File: config.mk
export PLATFORM = sky130hd
export DESIGN_NAME = instruction_fetch
export DESIGN_NICKNAME = d
export VERILOG_FILES = /design/src/rtl/instruction_fetch_pkg.sv /design/src/rtl/instruction_fetch.sv
export SDC_FILE = /design/constraint.sdc
export NUM_CORES = 1
export LEC_CHECK = 0
export ABC_AREA = 1
export BUFFER_PORTS_ARGS = -buffer_cell sky130_fd_sc_hd__buf_2
export CORE_MARGIN = 2
export CORE_UTILIZATION = 30
export DETAILED_ROUTE_END_ITERATION = 16
export SLEW_MARGIN = 20
export SYNTH_ARGS = -nofsm -noshare
export SYNTH_HDL_FRONTEND = slang
export SYNTH_SLANG_ARGS = --single-unit
File: constraint.sdc
create_clock -name clk -period 4.3 [get_ports clk]
set_input_delay 0.215 -clock clk [delete_from_list [all_inputs] [get_ports clk]]
set_output_delay 0.215 -clock clk [all_outputs]
set_load 0.1 [all_outputs]
File: src/rtl/instruction_fetch_pkg.sv
// Shared types and constants for the instruction fetch stage.
package FetchStatePackage;

    // Fetch controller states.
    typedef enum logic [1:0] {
        FETCH_IDLE,
        FETCH_WAIT,
        FETCH_HOLD
    } FetchStates;

    // Word presented to the decoder whenever no live instruction is available.
    localparam logic [31:0] NOP_WORD_DEFAULT = 32'h0000_0000;

    // Force a byte address onto a word boundary.
    function automatic logic [31:0] word_align(input logic [31:0] addr);
        return {addr[31:2], 2'b00};
    endfunction

endpackage

File: src/rtl/instruction_fetch.sv
// Instruction fetch stage: owns the PC, issues single outstanding word reads to
// instruction memory and presents fetched instructions to the decoder.
module instruction_fetch
    import FetchStatePackage::*;
#(
    parameter logic [31:0] RESET_VECTOR = 32'h0000_0000,
    parameter logic [31:0] NOP_WORD     = NOP_WORD_DEFAULT
) (
    input  logic        clk,
    input  logic        rst,
    input  logic        stall,
    input  logic        redirectValid,
    input  logic [31:0] redirectAddress,
    output logic        imemRead,
    output logic [31:0] imemAddress,
    input  logic        imemReady,
    input  logic [31:0] imemData,
    output logic        instructionValid,
    output logic [31:0] instructionData,
    output logic [31:0] pcAddress,
    output logic [31:0] nextPCAddress
);

    FetchStates  state_q, state_d;
    logic [31:0] fetch_pc_q, fetch_pc_d;
    logic        squash_q, squash_d;
    logic        imem_read_q, imem_read_d;
    logic [31:0] imem_addr_q, imem_addr_d;
    logic        instr_valid_q, instr_valid_d;
    logic [31:0] instr_data_q, instr_data_d;
    logic [31:0] pc_q, pc_d;
    logic [31:0] next_pc_q, next_pc_d;

    logic [31:0] redirect_target;
    logic [31:0] issue_addr;
    logic [31:0] req_plus4;

    assign redirect_target = word_align(redirectAddress);
    // A redirect seen while issuing wins over the stored fetch PC.
    assign issue_addr      = redirectValid ? redirect_target : fetch_pc_q;
    // Wraps modulo 2^32.
    assign req_plus4       = imem_addr_q + 32'd4;

    // Next-state and next-output decode for the fetch controller.
    always_comb begin
        state_d       = state_q;
        fetch_pc_d    = fetch_pc_q;
        squash_d      = squash_q;
        imem_read_d   = imem_read_q;
        imem_addr_d   = imem_addr_q;
        instr_valid_d = 1'b0;
        instr_data_d  = NOP_WORD;
        pc_d          = pc_q;
        next_pc_d     = next_pc_q;

        case (state_q)
            FETCH_IDLE: begin
                state_d     = FETCH_WAIT;
                imem_read_d = 1'b1;
                imem_addr_d = issue_addr;
                fetch_pc_d  = issue_addr;
            end

            FETCH_WAIT: begin
                if (!imem_read_q) begin
                    // Idle-address cycle between requests: issue the next one.
                    imem_read_d = 1'b1;
                    imem_addr_d = issue_addr;
                    fetch_pc_d  = issue_addr;
                end else if (!imemReady) begin
                    // Request stays on the bus; remember a redirect for later.
                    if (redirectValid) begin
                        squash_d   = 1'b1;
                        fetch_pc_d = redirect_target;
                    end
                end else if (squash_q || redirectValid) begin
                    // Wrong-path word returned: drop it and refetch from target.
                    squash_d    = 1'b0;
                    imem_read_d = 1'b0;
                    if (redirectValid) begin
                        fetch_pc_d = redirect_target;
                    end
                end else begin
                    instr_valid_d = 1'b1;
                    instr_data_d  = imemData;
                    pc_d          = imem_addr_q;
                    next_pc_d     = req_plus4;
                    fetch_pc_d    = req_plus4;
                    imem_read_d   = 1'b0;
                    if (stall) begin
                        state_d = FETCH_HOLD;
                    end
                end
            end

            FETCH_HOLD: begin
                instr_valid_d = 1'b1;
                instr_data_d  = instr_data_q;
                if (redirectValid) begin
                    // Held instruction is dropped; fetch straight from target.
                    state_d       = FETCH_WAIT;
                    instr_valid_d = 1'b0;
                    instr_data_d  = NOP_WORD;
                    imem_read_d   = 1'b1;
                    imem_addr_d   = redirect_target;
                    fetch_pc_d    = redirect_target;
                end else if (!stall) begin
                    // Consumed this cycle; continue sequentially.
                    state_d       = FETCH_WAIT;
                    instr_valid_d = 1'b0;
                    instr_data_d  = NOP_WORD;
                    imem_read_d   = 1'b1;
                    imem_addr_d   = next_pc_q;
                    fetch_pc_d    = next_pc_q;
                end
            end

            default: begin
                state_d = FETCH_IDLE;
            end
        endcase
    end

    // Controller state and registered outputs; async reset abandons any request.
    always_ff @(posedge clk or negedge rst) begin
        if (!rst) begin
            state_q       <= FETCH_IDLE;
            fetch_pc_q    <= RESET_VECTOR;
            squash_q      <= 1'b0;
            imem_read_q   <= 1'b0;
            imem_addr_q   <= RESET_VECTOR;
            instr_valid_q <= 1'b0;
            instr_data_q  <= NOP_WORD;
            pc_q          <= 32'h0000_0000;
            next_pc_q     <= 32'h0000_0000;
        end else begin
            state_q       <= state_d;
            fetch_pc_q    <= fetch_pc_d;
            squash_q      <= squash_d;
            imem_read_q   <= imem_read_d;
            imem_addr_q   <= imem_addr_d;
            instr_valid_q <= instr_valid_d;
            instr_data_q  <= instr_data_d;
            pc_q          <= pc_d;
            next_pc_q     <= next_pc_d;
        end
    end

    assign imemRead         = imem_read_q;
    assign imemAddress      = imem_addr_q;
    assign instructionValid = instr_valid_q;
    assign instructionData  = instr_data_q;
    assign pcAddress        = pc_q;
    assign nextPCAddress    = next_pc_q;

endmodule

# [Word-level counts from Yosys, hierarchy flattened]
# Cells that the tools add are included.
[word_totals] register_bits=165 output_inout_bits=130 input_bits=69 wordCells=65
[op_classes] n_reduce_logical=9 n_addsub=1 n_eq_ne=9 n_bitwise=1 muxes=36
[ops] op="$mux 32" count=12
[ops] op="$pmux 32 s3" count=2
[ops] op="$pmux 32 s2" count=1
[ops] op="$add 32x3->32 const B" count=1
[ops] op="$mux 1" count=12
[ops] op="$mux 2" count=6
[ops] op="$ne 2x2->1 const B" count=5
[ops] op="$reduce_and 4->1" count=2
[ops] op="$pmux 2 s3" count=1
[ops] op="$reduce_and 5->1" count=1
[ops] op="$ne 3x3->1 const B" count=1
[ops] op="$pmux 1 s3" count=1
[ops] op="$reduce_and 3->1" count=1
[ops] op="$reduce_bool 3->1" count=1
[ops] op="$eq 2x1->1 const B" count=1
[ops] op="$eq 2x2->1 const B" count=1
[ops] op="$logic_not 2->1" count=1
[ops] op="$ne 2x1->1 const B" count=1
[ops] op="$pmux 1 s2" count=1
[ops] op="$reduce_and 2->1" count=1
[ops] op="$reduce_bool 2->1" count=1
[ops] op="$logic_or 1x1->1" count=1
[ops] op="$not 1->1" count=1

# [Logic depth before layout (Yosys ltp)]
# Gate-level depths: netlist of the first run.
[depth] word_depth=5 mapped_depth=11

# [Worst setup path after synthesis of the first run]
# Ideal clock, no wire load.
[synth_timing] kind="reg2reg" startpoint="reg imem_addr_q[3] (netlist: imemAddress[3])" endpoint="reg fetch_pc_q[26]" synth_period_minus_slack_ps=2288 path_slack_ps=2012 arrival_ps=2167 setup_time_ps=122 path_stages_with_launch=11 cell_sequence="dfrtp_1 ha_1 nand2_4 nor2_4 nand2_2 nor2_4 nand3_1 nand3_1 nand2_1 nand2_1 a21oi_2"
[synth_via] elab_chain_cells=5
[synth_rtl] element="start, declared" line="instruction_fetch.sv:28" rtl="logic [31:0] imem_addr_q, imem_addr_d;"
[synth_rtl] element="start signal, assigned" line="instruction_fetch.sv:141" rtl="imem_addr_q <= imem_addr_d;"
[synth_rtl] element="$add 32x3->32" line="instruction_fetch.sv:42" rtl="assign req_plus4 = imem_addr_q + 32'd4;"
[synth_rtl] element="$mux 32" line="instruction_fetch.sv:76" rtl="end else if (squash_q || redirectValid) begin"
[synth_rtl] element="$mux 32" line="instruction_fetch.sv:70" rtl="end else if (!imemReady) begin"
[synth_rtl] element="$mux 32" line="instruction_fetch.sv:65" rtl="if (!imem_read_q) begin"
[synth_rtl] element="$pmux 32 s3" line="instruction_fetch.sv:56" rtl="case (state_q)"
[synth_rtl] element="end signal, assigned" line="instruction_fetch.sv:138" rtl="fetch_pc_q <= fetch_pc_d;"
[synth_rtl] element="end, declared" line="instruction_fetch.sv:25" rtl="logic [31:0] fetch_pc_q, fetch_pc_d;"
# Every way passes these cells.
# A chain may end at the register's enable or synchronous reset.

# [Worst setup path after layout of the first run]
[layout_timing] startpoint="reg state_q[0]" endpoint="reg imem_addr_q[13] (netlist: imemAddress[13])"
[layout_via] elab_chain_cells=3
[layout_rtl] element="start, declared" line="instruction_fetch.sv:24" rtl="FetchStates state_q, state_d;"
[layout_rtl] element="start signal, assigned" line="instruction_fetch.sv:137" rtl="state_q <= state_d;"
[layout_rtl] element="$eq 2x2->1 (tied with other cells)" line="instruction_fetch.sv:56"
[layout_rtl] element="$ne 3x3->1 (no source line) (tied with other cells)"
[layout_rtl] element="$reduce_and 3->1 (no source line)"
# Several ways; a longest one is shown, not always the timed one.

==> flow_metrics.env, run 1 <==
export IMPL_status="complete, no violations"
export IMPL_grt_pass1_vias=7684
export IMPL_critPathKind="flop to flop"
export IMPL_wl_per_cell_um=17.5
export IMPL_synthArstFlopShare_pct=100
export IMPL_drt_met1_wl_mm=13.8
export IMPL_route_vias_total=8233
export IMPL_nets=1359
export IMPL_num_antenna_cells=0
export IMPL_finClkSkew_ns=0.00832
export IMPL_io_pins=199
export IMPL_fin_crit_ns=2.93
export IMPL_synth_flop_cell="dfrtp_1"
export IMPL_ant_nets=0
export IMPL_wl_met3_mm=2.45
export IMPL_setup_ws_ns=1.37
export IMPL_synth_cells=1122
export IMPL_cp_max_fo=40
export IMPL_grt_antenna_before_repair=0
export IMPL_synth_area_per_cell_um2=7.76
export IMPL_cts_setup_buffers=0
export IMPL_grt_usage_pct=19.4
export IMPL_critPathCaptureType="flop"
export IMPL_period_share_pct=68.0
export IMPL_pre_cts_ws_ns=1.36
export IMPL_fill_cells=3023
export IMPL_drt_wl_total_mm=29.5
export IMPL_synth_edf_count=0
export IMPL_drtIter0Drc=744
export IMPL_port_buffers=196
export IMPL_first_pass_iters=5
export IMPL_report_final_slew_viol_count=0
export IMPL_fmax_mhz=342
export IMPL_final_setup_tns_ns=0
export IMPL_area_delta_synth_final_pct=20.8
export IMPL_syn_area_um2=8710
export IMPL_yosysSeqAreaShare_pct=46.9
export IMPL_yosysWarnings=0
export IMPL_h_tree_depth=4
export IMPL_overflow=0
export IMPL_slew_headroom_pct=41.2
export IMPL_crit_arrival_ns=3.28
export IMPL_start_util_pct=30.4
export IMPL_cts_buffers=17
export IMPL_max_cap_violations=0
export IMPL_dieHeight_um=174
export IMPL_final_cell_mix="nand2_1 (293), buf_2 (195), dfrtp_1 (163), o21ai_0 (129), inv_1 (97)"
export IMPL_root_buffer="clkbuf_16"
export IMPL_cts_path_max_buffers=2
export IMPL_fp_row_count=62
export IMPL_cts_resized_gates=0
export IMPL_layout_commonest_cell="nand2_1"
export IMPL_clkSlewWorstSetupHoldPaths_ns=0.06
export IMPL_rsz0062_at_grt="false"
export IMPL_highest_layer="met4"
export IMPL_fin_hold_ws_ns=0.0270
export IMPL_drive_gt1_share_pct=21.8
export IMPL_route_met2_wl_mm=12.5
export IMPL_final_util_pct=36.7
export IMPL_core_region_area_um2=28600
export IMPL_max_slew_worst_pin_slew_ns=0.882
export IMPL_die_width_um=174
export IMPL_postCtsHoldBufs=1
export IMPL_clock_sinks=163
export IMPL_viasPerCell=4.90
export IMPL_grt_max_degree=94
export IMPL_route_detailed_drc=0
export IMPL_synth_distinct_cells=44
export IMPL_design_die_area_um2=30400
export IMPL_cp_required_ns=4.65
export IMPL_gp_congestion=0.878
export IMPL_min_path_type="input pin to flop"
export IMPL_syn_nets=1196
export IMPL_dp_final_hpwl_mm=21.1
export IMPL_grt_pass1_wl_mm=45.5
export IMPL_final_hold_viol_count=0
export IMPL_setup_viol=0
export IMPL_start_kind="flop"
export IMPL_cts_tree="yes"
export IMPL_clkLatencyLatePin_ns=0.43
export IMPL_ys_ff_latch=163
worst paths after layout:
kind | startpoint | end | slack [ns] | cells past startpoint
max | state_q[0] | imemAddress[13] | 1.37 | 10
min | imemData[17] | instructionData[17] | 0.03 | 3
max reg2reg | state_q[0] | imemAddress[13] | 1.37 | 10
min reg2reg | pcAddress[6] | pcAddress[6] | 0.47 | 2
max in group asynchronous | rst | instructionData[14] | 2.79 | 3
min in group asynchronous | rst | pcAddress[2] | 0.43 | 2
per-layer routing:
layer | vias to the layer above | GRT usage [%]
met5 | - | 0
met2 | 323 | 27.2
met4 | 0 | 6.93
li1 | 3990 | -
met1 | 3883 | 28.8
met3 | 37 | 4.81
cell type report:
type                    count  area, um2  share of cell area, %
inverters                 105        402                   3.82
clock inverters            10        158                   1.50
multi-input cells         789       3850                   36.6
flip-flops and latches    163       4080                   38.8
repair buffers            209       1090                   10.3
clock buffers              20        457                   4.34
well taps                 384        480                   4.57
cells by family after synthesis:
kind of cell,Yosys count,synth area share (%)
flops,163,46.9
buf+inv,170,8.91
compound gates,276,17.9
simple gates,504,25.2
xor+xnor,4,0.402
fa+ha+maj,5,0.719
Yosys cell counts (2+ instances only):
master,count,share of area (%)
o21bai_1,7,0.60
o22a_1,3,0.30
o21ai_0,129,7.4
inv_2,6,0.26
nor2_4,6,0.78
a21oi_1,45,2.6
nor3_1,4,0.23
o21ai_1,25,1.4
inv_1,97,4.2
buf_2,27,1.6
nor2_2,8,0.57
nand3_1,72,4.1
nand3b_1,2,0.17
a21boi_0,10,0.86
a22oi_1,10,0.86
dfrtp_1,163,47
nand4_1,5,0.36
nand2_2,7,0.50
o22ai_1,25,1.8
nand2_1,293,13
buf_6,5,0.65
and2_1,2,0.14
ha_1,5,0.72
nor2_1,92,4.0
buf_1,3,0.13
o211ai_1,8,0.69
a211oi_1,6,0.52
nand3_2,3,0.34
nand2_4,4,0.52
clkbuf_1,17,0.73
or2_2,3,0.22
buf_4,11,0.95
a31oi_1,2,0.14
nor2_8,2,0.46
a21oi_2,3,0.30
xor2_1,4,0.40
state kept, by name, indices dropped and copies added (netlist names):
| name | count |
|---|---|
| fetch_pc_q | 32 |
| imemAddress | 32 |
| instructionData | 32 |
| pcAddress | 32 |
| nextPCAddress | 30 |
| state_q | 2 |
| imemRead | 1 |
| instructionValid | 1 |
| squash_q | 1 |
critical path, cell delays in order, from the launching register on:
cell	delay, ns
dfrtp_1	0.37
inv_1	0.08
ha_1	0.22
inv_2	0.11
nor2_8	0.04
nand2_4	0.31
nand2_4	0.40
a21oi_4	0.74
buf_4	0.34
o21ai_0	0.13
o21ai_0	0.08
stage by stage:
step | instances | area, um2
6_report | 1680 | 10500
5_1_grt | 1680 | 10500
4_1_cts | 1680 | 10500
3_5_place_dp | 1649 | 9890
3_3_place_gp | 1649 | 9890
2_1_floorplan | 1122 | 8710
Power of run 1 is not shown: default switching activity piles up to over one toggle a cycle in this logic, so the estimate is an artifact.
==> inputs of run 2 (changes only) <==
- clock period: 4.3 -> 2.89 ns (I/O delays scaled with it)
==> run 2 against run 1 <==
Effect of this change:
- count of clock-buffer cells in the layout grew 1
- core utilization grew 1.5 points
- sequential cell count is the same
- global-route usage grew 0.36 points
- critical path type unchanged
- final area grew 4.0%
- largest cell class unchanged
- die area is the same
- worst setup slack lost 0.65 ns
- clock skew grew 0.0012 ns
- register-to-register slack lost 0.65 ns
- sequential share of layout area shrank 1.5 points
==> flow_metrics.env, run 2 (synthesis gave the netlist of run 1 again) <==
export IMPL_h_tree_depth=4
export IMPL_first_pass_iters=6
export IMPL_period_share_pct=74.8
export IMPL_fin_hold_ws_ns=0.139
export IMPL_design_die_area_um2=30400
export IMPL_root_buffer="clkbuf_16"
export IMPL_cp_max_fo=45
export IMPL_clock_sinks=163
export IMPL_gp_congestion=0.862
export IMPL_final_cells=1717
export IMPL_cts_resized_gates=0
export IMPL_max_cap_violations=0
export IMPL_viasPerCell=4.92
export IMPL_final_util_pct=38.2
export IMPL_cts_setup_buffers=0
export IMPL_die_width_um=174
export IMPL_cp_required_ns=3.25
export IMPL_critPathMaxStageDelay_ns=0.40
export IMPL_grt_usage_pct=19.8
export IMPL_final_cell_mix="nand2_1 (293), buf_2 (195), dfrtp_1 (163), o21ai_0 (129), inv_1 (97)"
export IMPL_clkLatencyLatePin_ns=0.43
export IMPL_final_hold_viol_count=0
export IMPL_crit_family="simple AND/OR/NAND/NOR gates"
export IMPL_grt_antenna_before_repair=0
export IMPL_drtIter0Drc=785
export IMPL_ant_nets=0
export IMPL_grt_pass1_wl_mm=46.6
export IMPL_min_path_type="input pin to flop"
export IMPL_fill_cells=2971
export IMPL_cpMaxStageDelayCell="dfrtp_1"
export IMPL_fmax_mhz=463
export IMPL_io_pins=199
export IMPL_wl_per_cell_um=17.5
export IMPL_overflow=0
export IMPL_core_region_area_um2=28600
export IMPL_route_detailed_drc=0
export IMPL_worstPathCellList="inv_1 -> ha_1 -> nand2_2 -> nor2_4 -> nand2_4 -> clkinv_4 -> o21ai_0 -> nor2_1 -> o21ai_0 -> a21oi_1"
export IMPL_finClkSkew_ns=0.00947
export IMPL_dp_final_hpwl_mm=21.0
export IMPL_num_antenna_cells=0
export IMPL_drt_wl_total_mm=30.1
export IMPL_drive_gt1_share_pct=21.6
export IMPL_grt_pass1_vias=8093
export IMPL_port_buffers=196
export IMPL_clkSlewWorstSetupHoldPaths_ns=0.07
export IMPL_layout_commonest_cell="nand2_1"
export IMPL_dp_cells=1654
export IMPL_nets=1396
export IMPL_postCtsHoldBufs=33
export IMPL_route_vias_total=8454
export IMPL_status="complete, no violations"
export IMPL_crit_arrival_ns=2.52
export IMPL_critPathCaptureType="flop"
export IMPL_cts_buffers=17
export IMPL_cts_tree="yes"
export IMPL_setup_viol=0
export IMPL_fin_crit_ns=2.16
export IMPL_critPathKind="flop to flop"
export IMPL_start_util_pct=30.4
export IMPL_final_setup_tns_ns=0
export IMPL_area_delta_synth_final_pct=25.5
export IMPL_slew_headroom_pct=47.4
export IMPL_cts_path_max_buffers=2
export IMPL_report_final_slew_viol_count=0
export IMPL_worst_path_most_repeated_cell="o21ai_0"
export IMPL_grt_max_degree=106
export IMPL_cp_buffers_inverters=2
export IMPL_start_kind="flop"
export IMPL_fp_row_count=62
export IMPL_max_slew_worst_pin_slew_ns=0.790
export IMPL_rsz0062_at_grt="false"
export IMPL_dieHeight_um=174
-- run 2: area by class of cell --
type                            instances  area (um2)  share of cell area, %
Sequential cell                       163        4080                   37.3
Multi-Input combinational cell        789        3850                   35.2
Timing Repair Buffer                  246        1470                   13.5
Tap cell                              384         480                   4.40
Clock buffer                           21         470                   4.30
Inverter                              105         402                   3.67
Clock inverter                          9         176                   1.61
-- run 2: through the flow --
stage	setup slack [ns]	instance area, um2
after floorplan	0.602	8710
after global placement	0.800	9950
after detailed placement	0.734	9950
after CTS	0.732	10900
after global routing	0.530	10900
final	0.728	10900
-- run 2: path summary, 6_finish.rpt --
| check | startpoint | endpoint | slack (ns) | cells after the start |
|---|---|---|---|---|
| worst max register to register | state_q[1] | fetch_pc_q[8] | 0.73 | 10 |
| max in group asynchronous | rst | instructionData[15] | 1.80 | 3 |
| worst min register to register | pcAddress[20] | pcAddress[20] | 0.48 | 2 |
| worst max-delay path | state_q[1] | fetch_pc_q[8] | 0.73 | 10 |
| worst min-delay path | imemReady | squash_q | 0.14 | 4 |
| min in group asynchronous | rst | nextPCAddress[2] | 0.17 | 2 |
-- run 2: layer usage --
metal,up-vias,routed length (um),global-route usage [%]
met1,4022,14200,29.5
met5,-,0,0
met2,325,12900,28.4
li1,4068,-,-
met4,0,767,6.65
met3,39,2160,3.94
-- run 2: tightest hold or removal path, delay by kind of cell --
kind                   cells  cell delay (ns)
and+or+nand+nor            2             0.22
buffers and inverters      2             0.17
Power of run 2 is left out for the same reason.
